## src/rtl/rx_frame_if.sv

```systemverilog
// Bit-sample / frame-result bundle between the RX oversampler, rx_frame_check and the RX FIFO side.
// master = sampler/consumer side, slave = the frame checker.
interface rx_frame_if #(
  parameter int DATA_WIDTH = 8
);
  // bit_valid is a one-cycle strobe with no back-pressure: the checker has no ready and must take
  // bit_in on every cycle bit_valid is high; frame_valid is likewise a one-cycle unacknowledged pulse.
  logic                  bit_valid;
  logic                  bit_in;
  logic                  par_en;
  logic                  par_type;
  logic [DATA_WIDTH-1:0] frame_data;
  logic                  frame_valid;
  logic                  parity_error;
  logic                  stop_error;
  logic                  busy;
  logic [1:0]            fsm_state;

  modport master (
    output bit_valid, bit_in, par_en, par_type,
    input  frame_data, frame_valid, parity_error, stop_error, busy, fsm_state
  );

  modport slave (
    input  bit_valid, bit_in, par_en, par_type,
    output frame_data, frame_valid, parity_error, stop_error, busy, fsm_state
  );
endinterface

```

## src/rtl/rx_frame_check.sv

```systemverilog
// UART RX frame checker: start, DATA_WIDTH data bits (LSB first), optional parity, STOP_BITS stops.
// Define RX_ERR_CNT_EN to add saturating parity/stop error counters with clr_cnt.
module rx_frame_check #(
  parameter int DATA_WIDTH = 8,
  parameter int STOP_BITS  = 1,
  parameter int CNT_WIDTH  = 8
) (
  input  logic                 CLK,
  input  logic                 Reset,
  rx_frame_if.slave            rx
`ifdef RX_ERR_CNT_EN
  ,
  input  logic                 clr_cnt,
  output logic [CNT_WIDTH-1:0] par_err_cnt,
  output logic [CNT_WIDTH-1:0] stop_err_cnt
`endif
);

  typedef enum logic [1:0] {
    S_IDLE   = 2'd0,
    S_DATA   = 2'd1,
    S_PARITY = 2'd2,
    S_STOP   = 2'd3
  } state_t;

  localparam logic [3:0] LAST_DATA = 4'(DATA_WIDTH - 1);
  localparam logic       LAST_STOP = 1'(STOP_BITS - 1);

  state_t                state_q, state_d;
  logic [3:0]            bit_cnt_q, bit_cnt_d;
  logic                  stop_cnt_q, stop_cnt_d;
  logic [DATA_WIDTH-1:0] shift_q, shift_d;
  logic                  par_en_q, par_en_d;
  logic                  par_type_q, par_type_d;
  logic                  par_bit_q, par_bit_d;
  logic                  stop_acc_q, stop_acc_d;
  logic [DATA_WIDTH-1:0] frame_data_q, frame_data_d;
  logic                  frame_valid_q, frame_valid_d;
  logic                  parity_error_q, parity_error_d;
  logic                  stop_error_q, stop_error_d;

  always_ff @(posedge CLK) begin
    if (!Reset) begin
      state_q        <= S_IDLE;
      bit_cnt_q      <= '0;
      stop_cnt_q     <= 1'b0;
      shift_q        <= '0;
      par_en_q       <= 1'b0;
      par_type_q     <= 1'b0;
      par_bit_q      <= 1'b0;
      stop_acc_q     <= 1'b0;
      frame_data_q   <= '0;
      frame_valid_q  <= 1'b0;
      parity_error_q <= 1'b0;
      stop_error_q   <= 1'b0;
    end else begin
      state_q        <= state_d;
      bit_cnt_q      <= bit_cnt_d;
      stop_cnt_q     <= stop_cnt_d;
      shift_q        <= shift_d;
      par_en_q       <= par_en_d;
      par_type_q     <= par_type_d;
      par_bit_q      <= par_bit_d;
      stop_acc_q     <= stop_acc_d;
      frame_data_q   <= frame_data_d;
      frame_valid_q  <= frame_valid_d;
      parity_error_q <= parity_error_d;
      stop_error_q   <= stop_error_d;
    end
  end

  always_comb begin
    state_d        = state_q;
    bit_cnt_d      = bit_cnt_q;
    stop_cnt_d     = stop_cnt_q;
    shift_d        = shift_q;
    par_en_d       = par_en_q;
    par_type_d     = par_type_q;
    par_bit_d      = par_bit_q;
    stop_acc_d     = stop_acc_q;
    frame_data_d   = frame_data_q;
    frame_valid_d  = 1'b0;
    parity_error_d = 1'b0;
    stop_error_d   = 1'b0;

    if (rx.bit_valid) begin
      unique case (state_q)
        S_IDLE: begin
          if (!rx.bit_in) begin
            state_d    = S_DATA;
            bit_cnt_d  = '0;
            stop_cnt_d = 1'b0;
            stop_acc_d = 1'b0;
            par_en_d   = rx.par_en;
            par_type_d = rx.par_type;
          end
        end
        S_DATA: begin
          shift_d   = {rx.bit_in, shift_q[DATA_WIDTH-1:1]};
          bit_cnt_d = bit_cnt_q + 4'd1;
          if (bit_cnt_q == LAST_DATA) begin
            state_d = par_en_q ? S_PARITY : S_STOP;
          end
        end
        S_PARITY: begin
          par_bit_d = rx.bit_in;
          state_d   = S_STOP;
        end
        S_STOP: begin
          // A bad early stop bit is only accumulated; the frame always runs its full length.
          if (stop_cnt_q == LAST_STOP) begin
            state_d        = S_IDLE;
            frame_valid_d  = 1'b1;
            frame_data_d   = shift_q;
            parity_error_d = par_en_q & ((^{shift_q, par_bit_q}) != par_type_q);
            stop_error_d   = stop_acc_q | ~rx.bit_in;
          end else begin
            stop_cnt_d = stop_cnt_q + 1'b1;
            stop_acc_d = stop_acc_q | ~rx.bit_in;
          end
        end
        default: state_d = S_IDLE;
      endcase
    end
  end

  assign rx.frame_data   = frame_data_q;
  assign rx.frame_valid  = frame_valid_q;
  assign rx.parity_error = parity_error_q;
  assign rx.stop_error   = stop_error_q;
  assign rx.busy         = (state_q != S_IDLE);
  assign rx.fsm_state    = state_q;

`ifdef RX_ERR_CNT_EN
  logic [CNT_WIDTH-1:0] par_cnt_q, par_cnt_d;
  logic [CNT_WIDTH-1:0] stop_cnt_err_q, stop_cnt_err_d;

  always_ff @(posedge CLK) begin
    if (!Reset) begin
      par_cnt_q      <= '0;
      stop_cnt_err_q <= '0;
    end else begin
      par_cnt_q      <= par_cnt_d;
      stop_cnt_err_q <= stop_cnt_err_d;
    end
  end

  // Clear beats a coincident increment; counters stick at all-ones.
  always_comb begin
    par_cnt_d      = par_cnt_q;
    stop_cnt_err_d = stop_cnt_err_q;
    if (clr_cnt) begin
      par_cnt_d      = '0;
      stop_cnt_err_d = '0;
    end else if (frame_valid_q) begin
      if (parity_error_q && (par_cnt_q != '1)) par_cnt_d = par_cnt_q + 1'b1;
      if (stop_error_q && (stop_cnt_err_q != '1)) stop_cnt_err_d = stop_cnt_err_q + 1'b1;
    end
  end

  assign par_err_cnt  = par_cnt_q;
  assign stop_err_cnt = stop_cnt_err_q;
`endif

endmodule

```

## src/flat_wrapper.sv

```systemverilog
// flat-port wrapper written by rule: the top's interface ports become plain ports
module rx_frame_check_flat 
#(
  parameter int DATA_WIDTH = 8,
  parameter int STOP_BITS  = 1,
  parameter int CNT_WIDTH  = 8
)
  (CLK, Reset, rx_bit_valid, rx_bit_in, rx_par_en, rx_par_type, rx_frame_data, rx_frame_valid, rx_parity_error, rx_stop_error, rx_busy, rx_fsm_state);
  rx_frame_if #(.DATA_WIDTH(DATA_WIDTH)) rx_i ();
  input  logic CLK;
  input  logic Reset;
  input wire logic [$bits(rx_i.bit_valid)-1:0] rx_bit_valid;
  input wire logic [$bits(rx_i.bit_in)-1:0] rx_bit_in;
  input wire logic [$bits(rx_i.par_en)-1:0] rx_par_en;
  input wire logic [$bits(rx_i.par_type)-1:0] rx_par_type;
  output wire logic [$bits(rx_i.frame_data)-1:0] rx_frame_data;
  output wire logic [$bits(rx_i.frame_valid)-1:0] rx_frame_valid;
  output wire logic [$bits(rx_i.parity_error)-1:0] rx_parity_error;
  output wire logic [$bits(rx_i.stop_error)-1:0] rx_stop_error;
  output wire logic [$bits(rx_i.busy)-1:0] rx_busy;
  output wire logic [$bits(rx_i.fsm_state)-1:0] rx_fsm_state;
  assign rx_i.bit_valid = rx_bit_valid;
  assign rx_i.bit_in = rx_bit_in;
  assign rx_i.par_en = rx_par_en;
  assign rx_i.par_type = rx_par_type;
  assign rx_frame_data = rx_i.frame_data;
  assign rx_frame_valid = rx_i.frame_valid;
  assign rx_parity_error = rx_i.parity_error;
  assign rx_stop_error = rx_i.stop_error;
  assign rx_busy = rx_i.busy;
  assign rx_fsm_state = rx_i.fsm_state;
  rx_frame_check #(.DATA_WIDTH(DATA_WIDTH), .STOP_BITS(STOP_BITS), .CNT_WIDTH(CNT_WIDTH)) u_core (.CLK(CLK), .Reset(Reset), .rx(rx_i));
endmodule
```

## config.mk

```make
export PLATFORM = sky130hd
export DESIGN_NAME = rx_frame_check_flat
export DESIGN_NICKNAME = d
export VERILOG_FILES = /design/src/rtl/rx_frame_if.sv /design/src/rtl/rx_frame_check.sv /design/src/flat_wrapper.sv
export SDC_FILE = /design/constraint.sdc
export NUM_CORES = 1
export LEC_CHECK = 0
export BUFFER_PORTS_ARGS = -buffer_cell sky130_fd_sc_hd__buf_2
export CORE_ASPECT_RATIO = 0.7
export CORE_MARGIN = 1
export CORE_UTILIZATION = 40
export DETAILED_ROUTE_END_ITERATION = 8
export HOLD_SLACK_MARGIN = 0.15
export SYNTH_ARGS = -nofsm -noshare
export SYNTH_HDL_FRONTEND = slang
export SYNTH_SLANG_ARGS = --single-unit
export TNS_END_PERCENT = 10
```

## constraint.sdc

```tcl
create_clock -name CLK -period 4.7 [get_ports CLK]
set_clock_uncertainty 0.2 [all_clocks]
set_input_delay 0.705 -clock CLK [delete_from_list [all_inputs] [get_ports CLK]]
set_output_delay 0.705 -clock CLK [all_outputs]
set_load 0.1 [all_outputs]
```

==> impl_metrics.ini <==
[final_layout]
drive_gt1_share_pct = 16.5
antenna_cells = 0
post-route-util_pct = 49.2
area_growth_pct = 17.7
fin_nets = 181

[yosys]
async_flop_share_pct = 0
synthAdderAreaFrac_pct = 5.71
synth_edf_count = 0
synth.most_common_cell = nand2_1
yosys_warnings = 0
netlist_instances = 149
synth_seq_cells = 29
ys.flop_type = dfxtp_1
synth_top_family_by_area = simple AND/OR/NAND/NOR gates
syn_nets = 161
synth_top_area_cell = dfxtp_1
synth_common_cells = 34 x nand2_1, 29 x dfxtp_1, 21 x a21boi_0
synth_mux_area_share_pct = 0.761
synth.avg_cell_area_um2 = 8.83
synth.cell_area_um2 = 1320
synth_compound_area_share_pct = 18.4
synth_xor_area_share_pct = 7.71
synth_cell_types = 25
seq_area_frac_synth_pct = 44.1
yosys.area_share.simple_pct = 19.6
synthTopCellsByArea = dfxtp_1 44%, a21boi_0 12%, nand2_1 9.7%
yosysTopAreaCellShare_pct = 44.1

[setup_path]
reg2reg_slack_ps = 2720
timing.rr.start = u_core.rx.fsm_state[0]
endpoint_kind = output pin
worstPathMaxFanout = 5
worst-setup-path-type = reg -> out
r2r_cells = 6
cp.arrival_ps = 1550
worstSetupStartpointType = flip-flop
worstPathRequired_ps = 3800
r2r-end = u_core.rx.fsm_state[1]

[grt]
grt_max_degree = 27
grt_overflow_total = 0
grt_antenna_before_repair = 0
gr-usage-all-layers_pct = 16.6
grt_pass1_wl_um = 4320
grt_pass1_vias = 941

[power]
power_leakage_nw = 0.615
peakVddDrop_mv = 0.331
power_density_nw_per_um2 = 379

[timing]
setup_ws_ps = 2240
slew_violations = 0
rsz0062_at_grt = false
slew_headroom_pct = 68.0
worstMarginPinSlew_ps = 480
hold_viol = 0
setup_viol = 0
fin_crit_sh_pct = 52.3
min_period_ps = 2460
final.setup.tns_ps = 0
fmax_mhz = 407
holdWs_ps = 258

[clocking]
cts_buffer_depth = 2
cts_resized = 0
cts_tree = yes
clock_latency_ps = 280
path_clk_slew_ps = 60
root_buffer = clkbuf_8
h-tree-depth = 2
cts_buffers = 5
cts_sinks = 29
cts_hold_buf = 0
cts_setup_buffers = 0

[floorplanning]
num_rows = 17
design.die.area_um2 = 3520
dieHeight_um = 50.0
fp.dieW_um = 70.5
num_io_pins = 20
start_util_pct = 41.8
core_area_um2 = 3150

[run_status]
violations = DRC
status = complete, but fails checks

[routing]
viasPerCell = 4.84
via_count = 1007
wire_per_inst_um = 11.9
wl_um = 2480
drt_iter0_markers = 48
ant_nets = 0
firstDrtPassIters = 6
drc = 2

[placement]
dp_hpwl_um = 1720
io_buffers = 19
pre_cts_slack_ps = 2440
gp_congestion = 0.783

[flow_run]
max_cap_viol_count = 0

[worst_hold_path]
hp-class = reg -> reg
min_delay_worst_endpoint = u_core.rx.frame_data[0]
min_from = u_core.rx.frame_data[0]
holdPathStages = 2
## worst max path at each step
stage                           start                      to
2_1_floorplan  u_core.rx.fsm_state[0]                 rx_busy
3_3_place_gp             rx_bit_valid  u_core.rx.fsm_state[1]
3_5_place_dp             rx_bit_valid  u_core.rx.fsm_state[1]
4_1_cts        u_core.rx.fsm_state[0]                 rx_busy
5_1_grt        u_core.rx.fsm_state[0]                 rx_busy
6_report       u_core.rx.fsm_state[0]                 rx_busy
## cell families after synthesis
kind of cell	Yosys count
fa+ha+maj	6
mux	1
simple gates	58
flops	29
xor+xnor	10
compound gates	33
buf+inv	12
## layer usage
layer	GRT usage, %	share of wire, %	wire length (um)
met5	0	0	0
met4	11.0	2.5	63
met3	5.73	4.4	108
met2	23.0	38	942
met1	21.8	55	1370
## per-stage QoR
step | std cells | instance area [um2] | power [mW]
after floorplan | 149 | 1320 | 0.314
after global placement | 200 | 1430 | 0.326
after detailed placement | 200 | 1430 | 0.327
final | 208 | 1550 | 0.586
after global routing | 208 | 1550 | 0.612
after CTS | 208 | 1550 | 0.596
## registers in the layout, summed over array words and instances (netlist names)
name                    cells
u_core.bit_cnt_q            4
u_core.par_bit_q            1
u_core.shift_q              8
u_core.rx.parity_error      1
u_core.rx.frame_valid       1
u_core.rx.frame_data        8
u_core.par_en_q             1
u_core.par_type_q           1
u_core.rx.stop_error        1
u_core.stop_acc_q           1
u_core.rx.fsm_state         2
## report_power, final
group	switching (mW)	internal (mW)
sequential	0.00389	0.250
clock	0.0916	0.173
combinational	0.0491	0.0191
total	0.145	0.442
## worst max-delay path, cell delays in order (launching register included)
cell	delay [ps]
dfxtp_1	400
inv_1	120
ha_1	260
inv_1	80
buf_2	420
## cells in the final DEF (no fill, tap or decap)
cell type and n:
nand2_1 34, dfxtp_1 29, a21boi_0 21, buf_2 19, nand3_1 11, inv_1 6, xnor2_1 6, ha_1 6
clkbuf_8 6, nor2b_1 4, o21ai_0 4, xor2_1 3, nor2_1 3, and2_1 2, nand3b_1 2, o211ai_1 2
a21oi_1 2, a21boi_2 1, and3_1 1, xnor3_1 1, nor3_1 1, o21a_1 1, mux2i_1 1, o221a_2 1
a32oi_1 1, bufinv_16 1, clkbuf_1 1
## layout make-up
cell class | count | area, um2
fill | 322 | 1600
sequential | 29 | 581
clock buffer | 7 | 86.3
timing repair buffer | 19 | 95.1
tap | 38 | 47.5
multi-input combinational | 108 | 686
inverter | 6 | 22.5
clock inverter | 1 | 30.0
Note: power is estimated with default switching activity, not from simulation.
